===== src/rtl/rv_decode_stage_if.sv =====
// Handshake and decoded-bundle signals between fetch, the decode stage and execute.
// The stage itself connects through the slave modport; the upstream/downstream side uses master.
interface rv_decode_stage_if #(
    parameter int unsigned XLEN = 32
) ();
    localparam int unsigned ILEN = 32;
    localparam int unsigned RW   = 5;

    logic            flush;
    logic            in_valid;
    logic            in_ready;
    logic [ILEN-1:0] in_instr;
    logic [XLEN-1:0] in_pc;

    logic            out_valid;
    logic            out_ready;
    logic [XLEN-1:0] out_pc;
    logic [6:0]      out_opcode;
    logic [2:0]      out_funct3;
    logic [6:0]      out_funct7;
    logic [RW-1:0]   out_rd;
    logic [RW-1:0]   out_rs1;
    logic [RW-1:0]   out_rs2;
    logic [XLEN-1:0] out_imm;
    logic            out_imm_sel;
    logic [2:0]      out_fmt;
    logic            out_rd_we;
    logic            out_illegal;

    modport slave (
        input  flush, in_valid, in_instr, in_pc, out_ready,
        output in_ready, out_valid, out_pc, out_opcode, out_funct3, out_funct7,
               out_rd, out_rs1, out_rs2, out_imm, out_imm_sel, out_fmt,
               out_rd_we, out_illegal
    );

    modport master (
        output flush, in_valid, in_instr, in_pc, out_ready,
        input  in_ready, out_valid, out_pc, out_opcode, out_funct3, out_funct7,
               out_rd, out_rs1, out_rs2, out_imm, out_imm_sel, out_fmt,
               out_rd_we, out_illegal
    );
endinterface


===== src/rtl/rv_decode_stage.sv =====
// RV32I decode stage: combinational format/legality decode of in_instr feeding a
// one-entry output register with valid/ready back-pressure and flush.
module rv_decode_stage #(
    parameter int unsigned XLEN      = 32,
    parameter bit          SUPPORT_M = 1'b0
) (
    input  logic                clk,
    input  logic                rst_n,
    rv_decode_stage_if.slave    bus
);
    localparam int unsigned ILEN = 32;
    localparam int unsigned RW   = 5;

    localparam logic [6:0] OP_OP     = 7'b0110011;
    localparam logic [6:0] OP_IMM    = 7'b0010011;
    localparam logic [6:0] OP_LOAD   = 7'b0000011;
    localparam logic [6:0] OP_JALR   = 7'b1100111;
    localparam logic [6:0] OP_STORE  = 7'b0100011;
    localparam logic [6:0] OP_BRANCH = 7'b1100011;
    localparam logic [6:0] OP_LUI    = 7'b0110111;
    localparam logic [6:0] OP_AUIPC  = 7'b0010111;
    localparam logic [6:0] OP_JAL    = 7'b1101111;

    localparam logic [6:0] F7_BASE = 7'b0000000;
    localparam logic [6:0] F7_ALT  = 7'b0100000;
    localparam logic [6:0] F7_MUL  = 7'b0000001;

    localparam logic [2:0] FMT_R   = 3'd0;
    localparam logic [2:0] FMT_I   = 3'd1;
    localparam logic [2:0] FMT_S   = 3'd2;
    localparam logic [2:0] FMT_B   = 3'd3;
    localparam logic [2:0] FMT_U   = 3'd4;
    localparam logic [2:0] FMT_J   = 3'd5;
    localparam logic [2:0] FMT_ILL = 3'd7;

    typedef struct packed {
        logic [XLEN-1:0] pc;
        logic [6:0]      opcode;
        logic [2:0]      funct3;
        logic [6:0]      funct7;
        logic [RW-1:0]   rd;
        logic [RW-1:0]   rs1;
        logic [RW-1:0]   rs2;
        logic [XLEN-1:0] imm;
        logic            imm_sel;
        logic [2:0]      fmt;
        logic            rd_we;
        logic            illegal;
    } dec_bundle_t;

    logic [ILEN-1:0] instr;
    logic [6:0]      opcode;
    logic [2:0]      funct3;
    logic [6:0]      funct7;
    logic [RW-1:0]   rd_f;
    logic [RW-1:0]   rs1_f;
    logic [RW-1:0]   rs2_f;

    logic [XLEN-1:0] imm_i;
    logic [XLEN-1:0] imm_s;
    logic [XLEN-1:0] imm_b;
    logic [XLEN-1:0] imm_u;
    logic [XLEN-1:0] imm_j;

    logic            r_legal;
    logic [2:0]      fmt;
    logic            legal;
    dec_bundle_t     dec;

    logic            valid_q;
    dec_bundle_t     bundle_q;
    logic            in_ready_c;
    logic            load_c;

    assign instr  = bus.in_instr;
    assign opcode = instr[6:0];
    assign funct3 = instr[14:12];
    assign funct7 = instr[31:25];
    assign rd_f   = instr[11:7];
    assign rs1_f  = instr[19:15];
    assign rs2_f  = instr[24:20];

    // Every immediate is sign-extended from instr[31] by widening a signed value.
    assign imm_i = XLEN'($signed(instr[31:20]));
    assign imm_s = XLEN'($signed({instr[31:25], instr[11:7]}));
    assign imm_b = XLEN'($signed({instr[31], instr[7], instr[30:25], instr[11:8], 1'b0}));
    assign imm_u = XLEN'($signed({instr[31:12], 12'b0}));
    assign imm_j = XLEN'($signed({instr[31], instr[19:12], instr[20], instr[30:21], 1'b0}));

    assign r_legal = (funct7 == F7_BASE)
                  || ((funct7 == F7_ALT) && ((funct3 == 3'b000) || (funct3 == 3'b101)))
                  || (SUPPORT_M && (funct7 == F7_MUL));

    // Opcode to format, plus per-opcode funct3/funct7 legality.
    always_comb begin : fmt_decode
        fmt   = FMT_ILL;
        legal = 1'b0;
        case (opcode)
            OP_OP: begin
                fmt   = FMT_R;
                legal = r_legal;
            end
            OP_IMM: begin
                fmt   = FMT_I;
                legal = !((funct3 == 3'b001) && (funct7 != F7_BASE))
                     && !((funct3 == 3'b101) && (funct7 != F7_BASE) && (funct7 != F7_ALT));
            end
            OP_LOAD: begin
                fmt   = FMT_I;
                legal = !((funct3 == 3'b011) || (funct3 == 3'b110) || (funct3 == 3'b111));
            end
            OP_JALR: begin
                fmt   = FMT_I;
                legal = (funct3 == 3'b000);
            end
            OP_STORE: begin
                fmt   = FMT_S;
                legal = (funct3 < 3'b011);
            end
            OP_BRANCH: begin
                fmt   = FMT_B;
                legal = !((funct3 == 3'b010) || (funct3 == 3'b011));
            end
            OP_LUI, OP_AUIPC: begin
                fmt   = FMT_U;
                legal = 1'b1;
            end
            OP_JAL: begin
                fmt   = FMT_J;
                legal = 1'b1;
            end
            default: begin
                fmt   = FMT_ILL;
                legal = 1'b0;
            end
        endcase
        if (instr[1:0] != 2'b11) begin
            legal = 1'b0;
        end
    end

    // Fields absent from a format stay zero; an illegal word keeps only pc and opcode.
    always_comb begin : bundle_build
        dec        = '0;
        dec.pc     = bus.in_pc;
        dec.opcode = opcode;
        if (!legal) begin
            dec.fmt     = FMT_ILL;
            dec.illegal = 1'b1;
        end else begin
            dec.fmt = fmt;
            case (fmt)
                FMT_R: begin
                    dec.rd     = rd_f;
                    dec.rs1    = rs1_f;
                    dec.rs2    = rs2_f;
                    dec.funct3 = funct3;
                    dec.funct7 = funct7;
                end
                FMT_I: begin
                    dec.rd      = rd_f;
                    dec.rs1     = rs1_f;
                    dec.funct3  = funct3;
                    dec.imm     = imm_i;
                    dec.imm_sel = 1'b1;
                end
                FMT_S: begin
                    dec.rs1     = rs1_f;
                    dec.rs2     = rs2_f;
                    dec.funct3  = funct3;
                    dec.imm     = imm_s;
                    dec.imm_sel = 1'b1;
                end
                FMT_B: begin
                    dec.rs1    = rs1_f;
                    dec.rs2    = rs2_f;
                    dec.funct3 = funct3;
                    dec.imm    = imm_b;
                end
                FMT_U: begin
                    dec.rd      = rd_f;
                    dec.imm     = imm_u;
                    dec.imm_sel = 1'b1;
                end
                FMT_J: begin
                    dec.rd      = rd_f;
                    dec.imm     = imm_j;
                    dec.imm_sel = 1'b1;
                end
                default: begin
                    dec.fmt = FMT_ILL;
                end
            endcase
            // rd is already zero for formats without a destination.
            dec.rd_we = (dec.rd != '0);
        end
    end

    assign in_ready_c = !bus.flush && (!valid_q || bus.out_ready);
    assign load_c     = bus.in_valid && in_ready_c;

    // One-entry output register; flush beats load, load beats consume.
    always_ff @(posedge clk or negedge rst_n) begin
        if (!rst_n) begin
            valid_q  <= 1'b0;
            bundle_q <= '0;
        end else if (bus.flush) begin
            valid_q  <= 1'b0;
        end else if (load_c) begin
            valid_q  <= 1'b1;
            bundle_q <= dec;
        end else if (bus.out_ready) begin
            valid_q  <= 1'b0;
        end
    end

    assign bus.in_ready    = in_ready_c;
    assign bus.out_valid   = valid_q;
    assign bus.out_pc      = bundle_q.pc;
    assign bus.out_opcode  = bundle_q.opcode;
    assign bus.out_funct3  = bundle_q.funct3;
    assign bus.out_funct7  = bundle_q.funct7;
    assign bus.out_rd      = bundle_q.rd;
    assign bus.out_rs1     = bundle_q.rs1;
    assign bus.out_rs2     = bundle_q.rs2;
    assign bus.out_imm     = bundle_q.imm;
    assign bus.out_imm_sel = bundle_q.imm_sel;
    assign bus.out_fmt     = bundle_q.fmt;
    assign bus.out_rd_we   = bundle_q.rd_we;
    assign bus.out_illegal = bundle_q.illegal;

endmodule


===== src/flat_wrapper.sv =====
// flat-port wrapper written by rule: the top's interface ports become plain ports
module rv_decode_stage_flat 
#(
    parameter int unsigned XLEN      = 32,
    parameter bit          SUPPORT_M = 1'b0
)
  (clk, rst_n, bus_flush, bus_in_valid, bus_in_instr, bus_in_pc, bus_out_ready, bus_in_ready, bus_out_valid, bus_out_pc, bus_out_opcode, bus_out_funct3, bus_out_funct7, bus_out_rd, bus_out_rs1, bus_out_rs2, bus_out_imm, bus_out_imm_sel, bus_out_fmt, bus_out_rd_we, bus_out_illegal);
  rv_decode_stage_if #(.XLEN(XLEN)) bus_i ();
  input  logic clk;
  input  logic rst_n;
  input wire logic [$bits(bus_i.flush)-1:0] bus_flush;
  input wire logic [$bits(bus_i.in_valid)-1:0] bus_in_valid;
  input wire logic [$bits(bus_i.in_instr)-1:0] bus_in_instr;
  input wire logic [$bits(bus_i.in_pc)-1:0] bus_in_pc;
  input wire logic [$bits(bus_i.out_ready)-1:0] bus_out_ready;
  output wire logic [$bits(bus_i.in_ready)-1:0] bus_in_ready;
  output wire logic [$bits(bus_i.out_valid)-1:0] bus_out_valid;
  output wire logic [$bits(bus_i.out_pc)-1:0] bus_out_pc;
  output wire logic [$bits(bus_i.out_opcode)-1:0] bus_out_opcode;
  output wire logic [$bits(bus_i.out_funct3)-1:0] bus_out_funct3;
  output wire logic [$bits(bus_i.out_funct7)-1:0] bus_out_funct7;
  output wire logic [$bits(bus_i.out_rd)-1:0] bus_out_rd;
  output wire logic [$bits(bus_i.out_rs1)-1:0] bus_out_rs1;
  output wire logic [$bits(bus_i.out_rs2)-1:0] bus_out_rs2;
  output wire logic [$bits(bus_i.out_imm)-1:0] bus_out_imm;
  output wire logic [$bits(bus_i.out_imm_sel)-1:0] bus_out_imm_sel;
  output wire logic [$bits(bus_i.out_fmt)-1:0] bus_out_fmt;
  output wire logic [$bits(bus_i.out_rd_we)-1:0] bus_out_rd_we;
  output wire logic [$bits(bus_i.out_illegal)-1:0] bus_out_illegal;
  assign bus_i.flush = bus_flush;
  assign bus_i.in_valid = bus_in_valid;
  assign bus_i.in_instr = bus_in_instr;
  assign bus_i.in_pc = bus_in_pc;
  assign bus_i.out_ready = bus_out_ready;
  assign bus_in_ready = bus_i.in_ready;
  assign bus_out_valid = bus_i.out_valid;
  assign bus_out_pc = bus_i.out_pc;
  assign bus_out_opcode = bus_i.out_opcode;
  assign bus_out_funct3 = bus_i.out_funct3;
  assign bus_out_funct7 = bus_i.out_funct7;
  assign bus_out_rd = bus_i.out_rd;
  assign bus_out_rs1 = bus_i.out_rs1;
  assign bus_out_rs2 = bus_i.out_rs2;
  assign bus_out_imm = bus_i.out_imm;
  assign bus_out_imm_sel = bus_i.out_imm_sel;
  assign bus_out_fmt = bus_i.out_fmt;
  assign bus_out_rd_we = bus_i.out_rd_we;
  assign bus_out_illegal = bus_i.out_illegal;
  rv_decode_stage #(.XLEN(XLEN), .SUPPORT_M(SUPPORT_M)) u_core (.clk(clk), .rst_n(rst_n), .bus(bus_i));
endmodule

===== config.mk =====
export PLATFORM = sky130hd
export DESIGN_NAME = rv_decode_stage_flat
export DESIGN_NICKNAME = d
export VERILOG_FILES = /design/src/rtl/rv_decode_stage_if.sv /design/src/rtl/rv_decode_stage.sv /design/src/flat_wrapper.sv
export SDC_FILE = /design/constraint.sdc
export NUM_CORES = 1
export LEC_CHECK = 0
export ABC_CLOCK_PERIOD_IN_PS = 1400
export CORE_MARGIN = 4
export CORE_UTILIZATION = 40
export CTS_CLUSTER_DIAMETER = 120
export DETAILED_ROUTE_END_ITERATION = 10
export HOLD_SLACK_MARGIN = 0.05
export PLACE_DENSITY = 0.77
export RECOVER_POWER = 25
export REMOVE_ABC_BUFFERS = 1
export SLEW_MARGIN = 20
export SYNTH_ARGS = -nofsm -noshare
export SYNTH_HDL_FRONTEND = slang
export SYNTH_SLANG_ARGS = --single-unit

===== constraint.sdc =====
create_clock -name clk -period 1.4 [get_ports clk]
set_input_delay 0.14 -clock clk [delete_from_list [all_inputs] [get_ports clk]]
set_output_delay 0.14 -clock clk [all_outputs]
set_load 0.01 [all_outputs]

==> Flow_metrics.wiki, run 1 <==
{| class="wikitable"
! Metric !! Value
|-
| Internal || 5.385 mW
|-
| Layout filler cell count || 524
|-
| Worst Setup Path Type || reg -> reg
|-
| DRC errors left || 0
|-
| Path category of the worst min-delay check || in -> reg
|-
| Count of nets left with antenna violations after detail routing || 0
|-
| Pre-CTS setup slack || -1.165 ns
|-
| Number of enable flip-flop cells after synthesis || 0
|-
| Critical Path Source Type || register
|-
| RSZ-0062 raised after global routing || true
|-
| Count of vias placed by the detailed router || around 5300
|-
| Cell count after synthesis || 466
|-
| Power per cell area || 842.2 nW/µm²
|-
| WHS || 0.1418 ns
|-
| Share of post-route cells with drive strength above 1 || 0.4420
|-
| Highest attainable clock frequency || 603.0 MHz
|-
| Initial DRT Pass Iterations || 4
|-
| Via density || 5.951
|-
| Post-route non-filler standard cell count || 898
|-
| Peak fanout along the critical path || 5
|-
| Placer's final routability congestion estimate || 0.8971
|-
| Yosys warnings || 0
|-
| Clock root buffer master || clkbuf_16
|-
| 1st-iter DRT viols || 475
|-
| Arrival @ worst endpoint || 1.89 ns
|-
| GRT Total Usage || 0.2703
|-
| Latest clock arrival within the worst-skew pair || about 0.35 ns
|-
| Util after Layout || 0.8336
|-
| Maximum vdd drop || about 0.82 mV
|-
| Standard-cell rows || 38
|-
| Result of the run || complete, but fails checks
|-
| DP Cell Count || 823
|-
| Maximum clock skew at final layout || 0.007857 ns
|-
| Leakage component of the power || 5.205 nW
|-
| Antenna violations before repair || 0
|-
| Global-route wire length before repair || 27.79 mm
|-
| Share of power burned in registers || 0.430
|-
| Number of distinct library cells after synthesis || 51
|-
| Largest stage delay on the critical path || 0.38 ns
|-
| Category of the worst setup path capture point || register
|-
| Antenna cells || 0
|-
| Avg WL per Cell || between 20 and 30 µm
|-
| Clock tree from TritonCTS || done
|-
| Worst Path Required || 1.63 ns
|-
| Port Buffers || 172
|-
| Worst-margin pin slew || around 0.84 ns
|-
| Final-stage net count || 824
|-
| Switching share of total power || 0.2986
|-
| Die X || ~110 µm
|-
| Final hold violation count || 0
|-
| Number of flip-flops and latches in the synthesized netlist || 103
|-
| Asr flop ratio synth || 1.000
|-
| Max-cap violations || 0
|-
| Post-DP HPWL || 11.10 mm
|-
| Longest Clk Path Bufs || 2
|-
| GRT overflow || 0
|-
| Clock share of power || 0.334
|-
| Count of H-tree levels built during CTS || 3
|-
| Clock transition at the registers of the reported paths || 0.08 ns
|-
| Sequential cell area fraction in the yosys report || 0.5708
|-
| Total Routed Length || 22.94 mm
|-
| Largest net degree at the start of global routing || 46
|-
| Slack of the critical path || -0.2583 ns
|-
| Final Critical Period || approximately 1.7 ns
|-
| Total I/O pin count || 173
|-
| Via count of the first global-routing pass || 5198
|-
| Area inside the core boundary || 10940 µm²
|-
| Critical Path Slowest Stage Cell || dfrtp_1
|-
| CTS buffer count || 9
|-
| Final Setup Violations || 104
|-
| Buffers & Inverters on Critical Path || 2
|-
| Setup_tns || -16.09 ns
|-
| Area Overhead vs Synth || 101.9%
|-
| Power share of the combinational group || 0.236
|-
| Max-slew headroom at the worst pin || 0.4413
|-
| Average instance area after synthesis || 9.690 µm²
|-
| Number of sinks on the clock net || 103
|-
| Final period utilization || 1.184
|-
| Die Y || 114.3 µm
|-
| Synth Cell Area || 4516 µm²
|-
| Reported net switching power || 2.292 mW
|-
| Final-report max-slew violation count || 0
|-
| Failing checks || negative setup slack
|-
| Dominant register cell in the synthesized netlist || dfrtp_1
|-
| Critical path cell sequence || nor2b_4 > nor2_4 > and2_4 > buf_6 > o21a_4 > buf_12 > a32o_1
|-
| Die ar. || 13050 µm²
|-
| Initial cell density of the core || 0.4129
|-
| Gate family responsible for the most delay along the worst path || simple AND/OR/NAND/NOR gates
|}
[cells in the final DEF, fill, tap and decap left out, drive strengths merged, types with 3 or more instances in the layout]
master,instances
nand2,161
buf,129
dfrtp,103
dlymetal6s2s,66
clkdlybuf4s50,53
o21ai,41
dlygate4sd2,38
clkbuf,27
a32o,22
a22oi,17
nor2,15
a31oi,9
nor2b,9
inv,7
nor3,6
and3,5
and2,4
nand2b,3
nor4,3
a21oi,3
[final cells by class]
type	instances	area, µm²	share of cell area
Timing Repair Buffer	306	3417	0.3748
Multi-Input combinational cell	328	2634	0.2889
Clock inverter	5	40.04	0.004392
Sequential cell	103	2579	0.2829
Tap cell	140	175.2	0.01921
Inverter	5	18.77	0.002059
Clock buffer	11	252.7	0.02772
[flip-flops by register name (all words and copies together), names as in the netlist]
signal and count:
u_core.bus.out_rs2 5, u_core.bus.out_illegal 1, u_core.bus.out_imm_sel 1, u_core.bus.out_funct7 7, u_core.bus.out_pc 32, u_core.bus.out_opcode 7
u_core.bus.out_imm 32, u_core.bus.out_rd 5, u_core.bus.out_rs1 5, u_core.bus.out_rd_we 1, u_core.bus.out_fmt 3, u_core.bus.out_funct3 3
u_core.bus.out_valid 1
[routing by layer]
metal  up-vias  track usage  part of all wire
met2       349       0.4856              0.51
met1      2691       0.3341              0.37
met5         -            0                 0
met4         0      0.08709             0.045
li1       2206            -                 -
met3        98      0.03911             0.081
[kinds of logic (layout without fill, tap and decap cells)]
| group | after synthesis | count (layout) | synth area share |
|---|---|---|---|
| flip-flops | 103 | 103 | 0.5708 |
| multiplexers | 1 | 1 | 0.002217 |
| AO/OA/AOI/OAI | 109 | 109 | 0.1735 |
| AND/OR/NAND/NOR | 213 | 215 | 0.2061 |
| XOR/XNOR | 1 | 1 | 0.001940 |
| buffers and inverters | 37 | 327 | 0.03990 |
| adder cells (fa/ha/maj) | 2 | 2 | 0.005541 |
[Yosys cell counts (6+ instances only)]
cell	number	area, µm²
nand2_1	159	596.8
dfrtp_1	103	2577
o21ai_1	26	130.1
a32o_1	22	220.2
a22oi_1	17	127.6
nor2_1	15	56.30
clkbuf_1	14	52.55
o21ai_0	14	70.07
buf_2	12	60.06
a31oi_1	9	56.30
nor2b_1	9	56.30
nor3_1	6	30.03
[stage by stage]
step	total power, mW	instance area [µm²]
6_report	7.678	9116
5_1_grt	7.903	9116
4_1_cts	7.161	8155
3_5_place_dp	4.555	6967
3_3_place_gp	4.518	6967
2_1_floorplan	3.630	4354
[timing repair]
action | 4_1_cts | 5_1_grt
hold endpoints to repair | 29 | 0
hold buffers | 2 | 0
resized for setup | 201 | 237
buffers inserted | 33 | 11
endpoints found under the setup margin | 126 | 165
pin swaps | 83 | 110
cloned | 8 | 16
[power by group through the flow]
stage | combinational [mW] | sequential, mW | clock, mW
floorplan | 0.262 | 3.37 | 0
global placement | 1.24 | 3.28 | 0
detailed placement | 1.27 | 3.29 | 0
CTS | 1.43 | 3.25 | 2.48
global route | 1.90 | 3.32 | 2.69
finish | 1.81 | 3.30 | 2.57
[worst reg2reg max path, delay by kind of cell, from the launching register on]
kind | cells | cell delay, ns
and+or+nand+nor | 3 | 0.46
AOI/OAI and AO/OA | 2 | 0.42
DFF | 1 | 0.38
buffers and inverters | 2 | 0.28
[final timing paths]
check / end / depth (start not counted) / slack (ns) / startpoint
setup / recovery: u_core.bus.out_rd[3]$_DFFE_PN0P_ / 7 / -0.26 / u_core.bus.out_valid$_DFFE_PN0P_
hold / removal: u_core.bus.out_opcode[1]$_DFFE_PN0P_ / 4 / 0.14 / bus_in_instr[1]
setup reg to reg: u_core.bus.out_rd[3]$_DFFE_PN0P_ / 7 / -0.26 / u_core.bus.out_valid$_DFFE_PN0P_
hold reg to reg: u_core.bus.out_imm[18]$_DFFE_PN0P_ / 2 / 0.48 / u_core.bus.out_imm[18]$_DFFE_PN0P_
max in group asynchronous: u_core.bus.out_imm[6]$_DFFE_PN0P_ / 3 / 0.20 / rst_n
min in group asynchronous: u_core.bus.out_imm[15]$_DFFE_PN0P_ / 2 / 0.43 / rst_n
(Power assumes the default switching activity.)
==> inputs of run 2 (changes only) <==
CTS_BUF_LIST = sky130_fd_sc_hd__clkbuf_8 sky130_fd_sc_hd__clkbuf_16   (was not set)
GPL_ROUTABILITY_DRIVEN = 0   (was not set)
SLEW_MARGIN = not set   (was 20)
==> Flow_metrics.wiki, run 2 (same netlist as run 1, synthesis figures left out) <==
{| class="wikitable"
! Metric !! Value
|-
| Result of the run || complete, but fails checks
|-
| Failing checks || negative setup slack
|-
| Path category of the worst min-delay check || in -> reg
|-
| Endpoint of the worst register-to-register path || u_core.bus.out_rs1[4]$_DFFE_PN0P_
|-
| Util after Layout || 0.7302 (-0.1034)
|-
| Arrival @ worst endpoint || 2.00 ns (+0.11 ns)
|-
| Final hold violation count || 0 (unchanged)
|-
| Post-DP Area || 6919 µm² (-0.68%)
|-
| Area Overhead vs Synth || 76.84%
|-
| Longest Clk Path Bufs || 2 (unchanged)
|-
| Clock root buffer master || clkbuf_16
|-
| Number of sinks on the clock net || 103 (unchanged)
|-
| 1st-iter DRT viols || 327 (-31%)
|-
| RSZ-0062 raised after global routing || true
|-
| Count of vias placed by the detailed router || 4672 (-13%)
|-
| Maximum vdd drop || 0.6593 mV (-20%)
|-
| Count of H-tree levels built during CTS || 3 (unchanged)
|-
| Initial DRT Pass Iterations || 5 (+1)
|-
| Port Buffers || 172 (unchanged)
|-
| Final Critical Period || 1.722 ns (+0.06344 ns)
|-
| Worst Path Required || 1.68 ns (+0.05 ns)
|-
| Initial cell density of the core || 0.4129 (unchanged)
|-
| CTS buffer count || 9 (unchanged)
|-
| Max-cap violations || 0 (unchanged)
|-
| Length in cells of the worst reg-to-reg path || 6 (-1)
|-
| Start point of the worst hold path || bus_in_instr[3]
|-
| Hold Path Cell Cnt || 4 (unchanged)
|-
| Reg2reg setup slack || -0.14 ns (+0.12 ns)
|-
| Most common library cell in the layout ignoring fill and taps || nand2_1
|-
| Via count of the first global-routing pass || 4826 (-7.2%)
|-
| Clock transition at the registers of the reported paths || 0.07 ns (about the same)
|-
| Worst-margin pin slew || 0.9267 ns (+0.08862 ns)
|-
| Critical Path Source Type || input pin
|-
| Layout filler cell count || 736 (+40%)
|-
| Final-report max-slew violation count || 0 (unchanged)
|-
| Count of nets left with antenna violations after detail routing || 0 (unchanged)
|-
| Launching point of the worst reg2reg path || u_core.bus.out_valid$_DFFE_PN0P_
|-
| Area inside the core boundary || 10940 µm² (unchanged)
|-
| Die ar. || 13050 µm² (unchanged)
|-
| Standard-cell rows || 38 (unchanged)
|-
| Antenna cells || 0 (unchanged)
|-
| Final std cell area, no fill || 7985 µm² (-12%)
|-
| Avg WL per Cell || 19.89 µm (-22%)
|-
| Global-route wire length before repair || 25.36 mm (-8.7%)
|-
| Post-DP HPWL || 10.80 mm (-2.7%)
|-
| GRT overflow || 0 (unchanged)
|-
| Total I/O pin count || 173 (unchanged)
|-
| Max-slew headroom at the worst pin || 0.3822 (-0.05908)
|-
| Maximum clock skew at final layout || 0.006271 ns (-0.001586 ns)
|-
| Final Setup Violations || 58 (-44%)
|-
| Slack of the critical path || -0.3217 ns (-0.06344 ns)
|-
| Power per cell area || 901.8 nW/µm² (+7.1%)
|-
| Final period utilization || 1.230 (+0.04532)
|-
| Largest net degree at the start of global routing || 104 (+130%)
|-
| Via density || 5.452 (-8.4%)
|-
| Share of post-route cells with drive strength above 1 || 0.2622 (-0.1797)
|-
| Die X || 114.3 µm (unchanged)
|-
| Category of the worst setup path capture point || register
|-
| Final-stage net count || 783 (-5.0%)
|-
| Worst Setup Path Type || in -> reg
|-
| DRC errors left || 0 (unchanged)
|-
| Clock tree from TritonCTS || done
|-
| Hold endpoint || u_core.bus.out_opcode[3]$_DFFE_PN0P_
|-
| Antenna violations before repair || 0 (unchanged)
|-
| Peak fanout along the critical path || 3 (-2)
|-
| Total Routed Length || 17.04 mm (-26%)
|-
| Die Y || 114.3 µm (unchanged)
|-
| Leakage component of the power || 4.482 nW (-14%)
|-
| Commonest cells after routing, fill and taps aside || nand2_1 (152), dfrtp_1 (103), clkdlybuf4s50_1 (61)
|-
| Highest attainable clock frequency || 580.8 MHz (-3.7%)
|-
| GRT Total Usage || 0.2474 (-0.02282)
|-
| Latest clock arrival within the worst-skew pair || 0.35 ns (about the same)
|}
[run 2: changes by cell type in the layout (fill, tap and decap cells not counted), moves of 8 or more]
| cell | delta |
|---|---|
| nand2_1 | +80 |
| nand2_2 | -47 |
| nand2_4 | -31 |
| o21ai_1 | +29 |
| o21ai_2 | -28 |
| buf_4 | -15 |
| dlymetal6s2s_1 | -11 |
| buf_12 | -10 |
| clkbuf_16 | -10 |
| clkdlybuf4s50_1 | +8 |
[run 2: layer usage]
| metal | track usage | vias up | routed length, µm |
|---|---|---|---|
| met1 | 0.3047 | 2280 | 6565 |
| met4 | 0.1006 | 0 | 518 |
| met2 | 0.4266 | 231 | 8644 |
| li1 | - | 2120 | - |
| met3 | 0.04810 | 41 | 1313 |
| met5 | 0 | - | 0 |
[run 2: worst max-delay path by stage]
stage                                           from                                 end  depth (start not counted)
floorplan           u_core.bus.out_valid$_DFFE_PN0P_  u_core.bus.out_imm[27]$_DFFE_PN0P_                          5
global placement                     bus_in_instr[4]  u_core.bus.out_imm[15]$_DFFE_PN0P_                         11
detailed placement                   bus_in_instr[4]  u_core.bus.out_imm[30]$_DFFE_PN0P_                         11
CTS                                  bus_in_instr[4]  u_core.bus.out_imm[20]$_DFFE_PN0P_                         12
global route                         bus_in_instr[4]  u_core.bus.out_imm[11]$_DFFE_PN0P_                         12
finish                               bus_in_instr[4]  u_core.bus.out_imm[11]$_DFFE_PN0P_                         12
[run 2: report_power, final]
| part | internal (mW) | total [mW] | switching [mW] | leakage (nW) |
|---|---|---|---|---|
| clock | 1.46 | 2.63 | 1.17 | 0.149 |
| sequential | 3.14 | 3.23 | 0.0884 | 1.36 |
| combinational | 0.690 | 1.34 | 0.650 | 2.98 |
| total | 5.30 | 7.20 | 1.91 | 4.48 |
[run 2: repair_timing]
item / in CTS / in global routing
endpoints found under the setup margin: 125 / 157
hold endpoints to repair: 103 / 0
buffers inserted: 15 / 11
cloned: 6 / 1
resized for setup: 177 / 102
pin swaps: 47 / 42
hold buffers: 1 / 0
[run 2: through the flow]
step / hold slack, ns / power [mW] / setup WS [ns] / TNS (ns) / cells
2_1_floorplan: -0.1556 / 3.630 / -1.357 / -115.50 / 434
3_3_place_gp: 0.2409 / 4.496 / -0.9634 / -56.38 / 815
3_5_place_dp: 0.2502 / 4.537 / -1.086 / -62.96 / 815
4_1_cts: 0.1538 / 7.225 / -0.1945 / -5.950 / 850
5_1_grt: 0.1083 / 7.483 / -0.3955 / -14.56 / 857
6_report: 0.1011 / 7.201 / -0.3217 / -12.15 / 857
[run 2: area by class of cell]
class	instances	area, µm²	area share
repair buffers	266	2746	0.3439
flip-flops and latches	103	2577	0.3228
multi-input cells	327	2152	0.2695
clock buffers	10	239.0	0.02993
well taps	140	175.2	0.02194
clock inverters	6	76.32	0.009558
inverters	5	18.77	0.002350
[run 2: worst max-delay path, cell delays in order]
cell and delay (ns):
buf_8 0.09, nand4b_1 0.21, nor3_2 0.27, inv_2 0.09
ha_4 0.17, buf_6 0.13, buf_6 0.11, buf_6 0.10
nand2b_4 0.14, a221oi_2 0.29, a22oi_1 0.12, o21ai_1 0.14
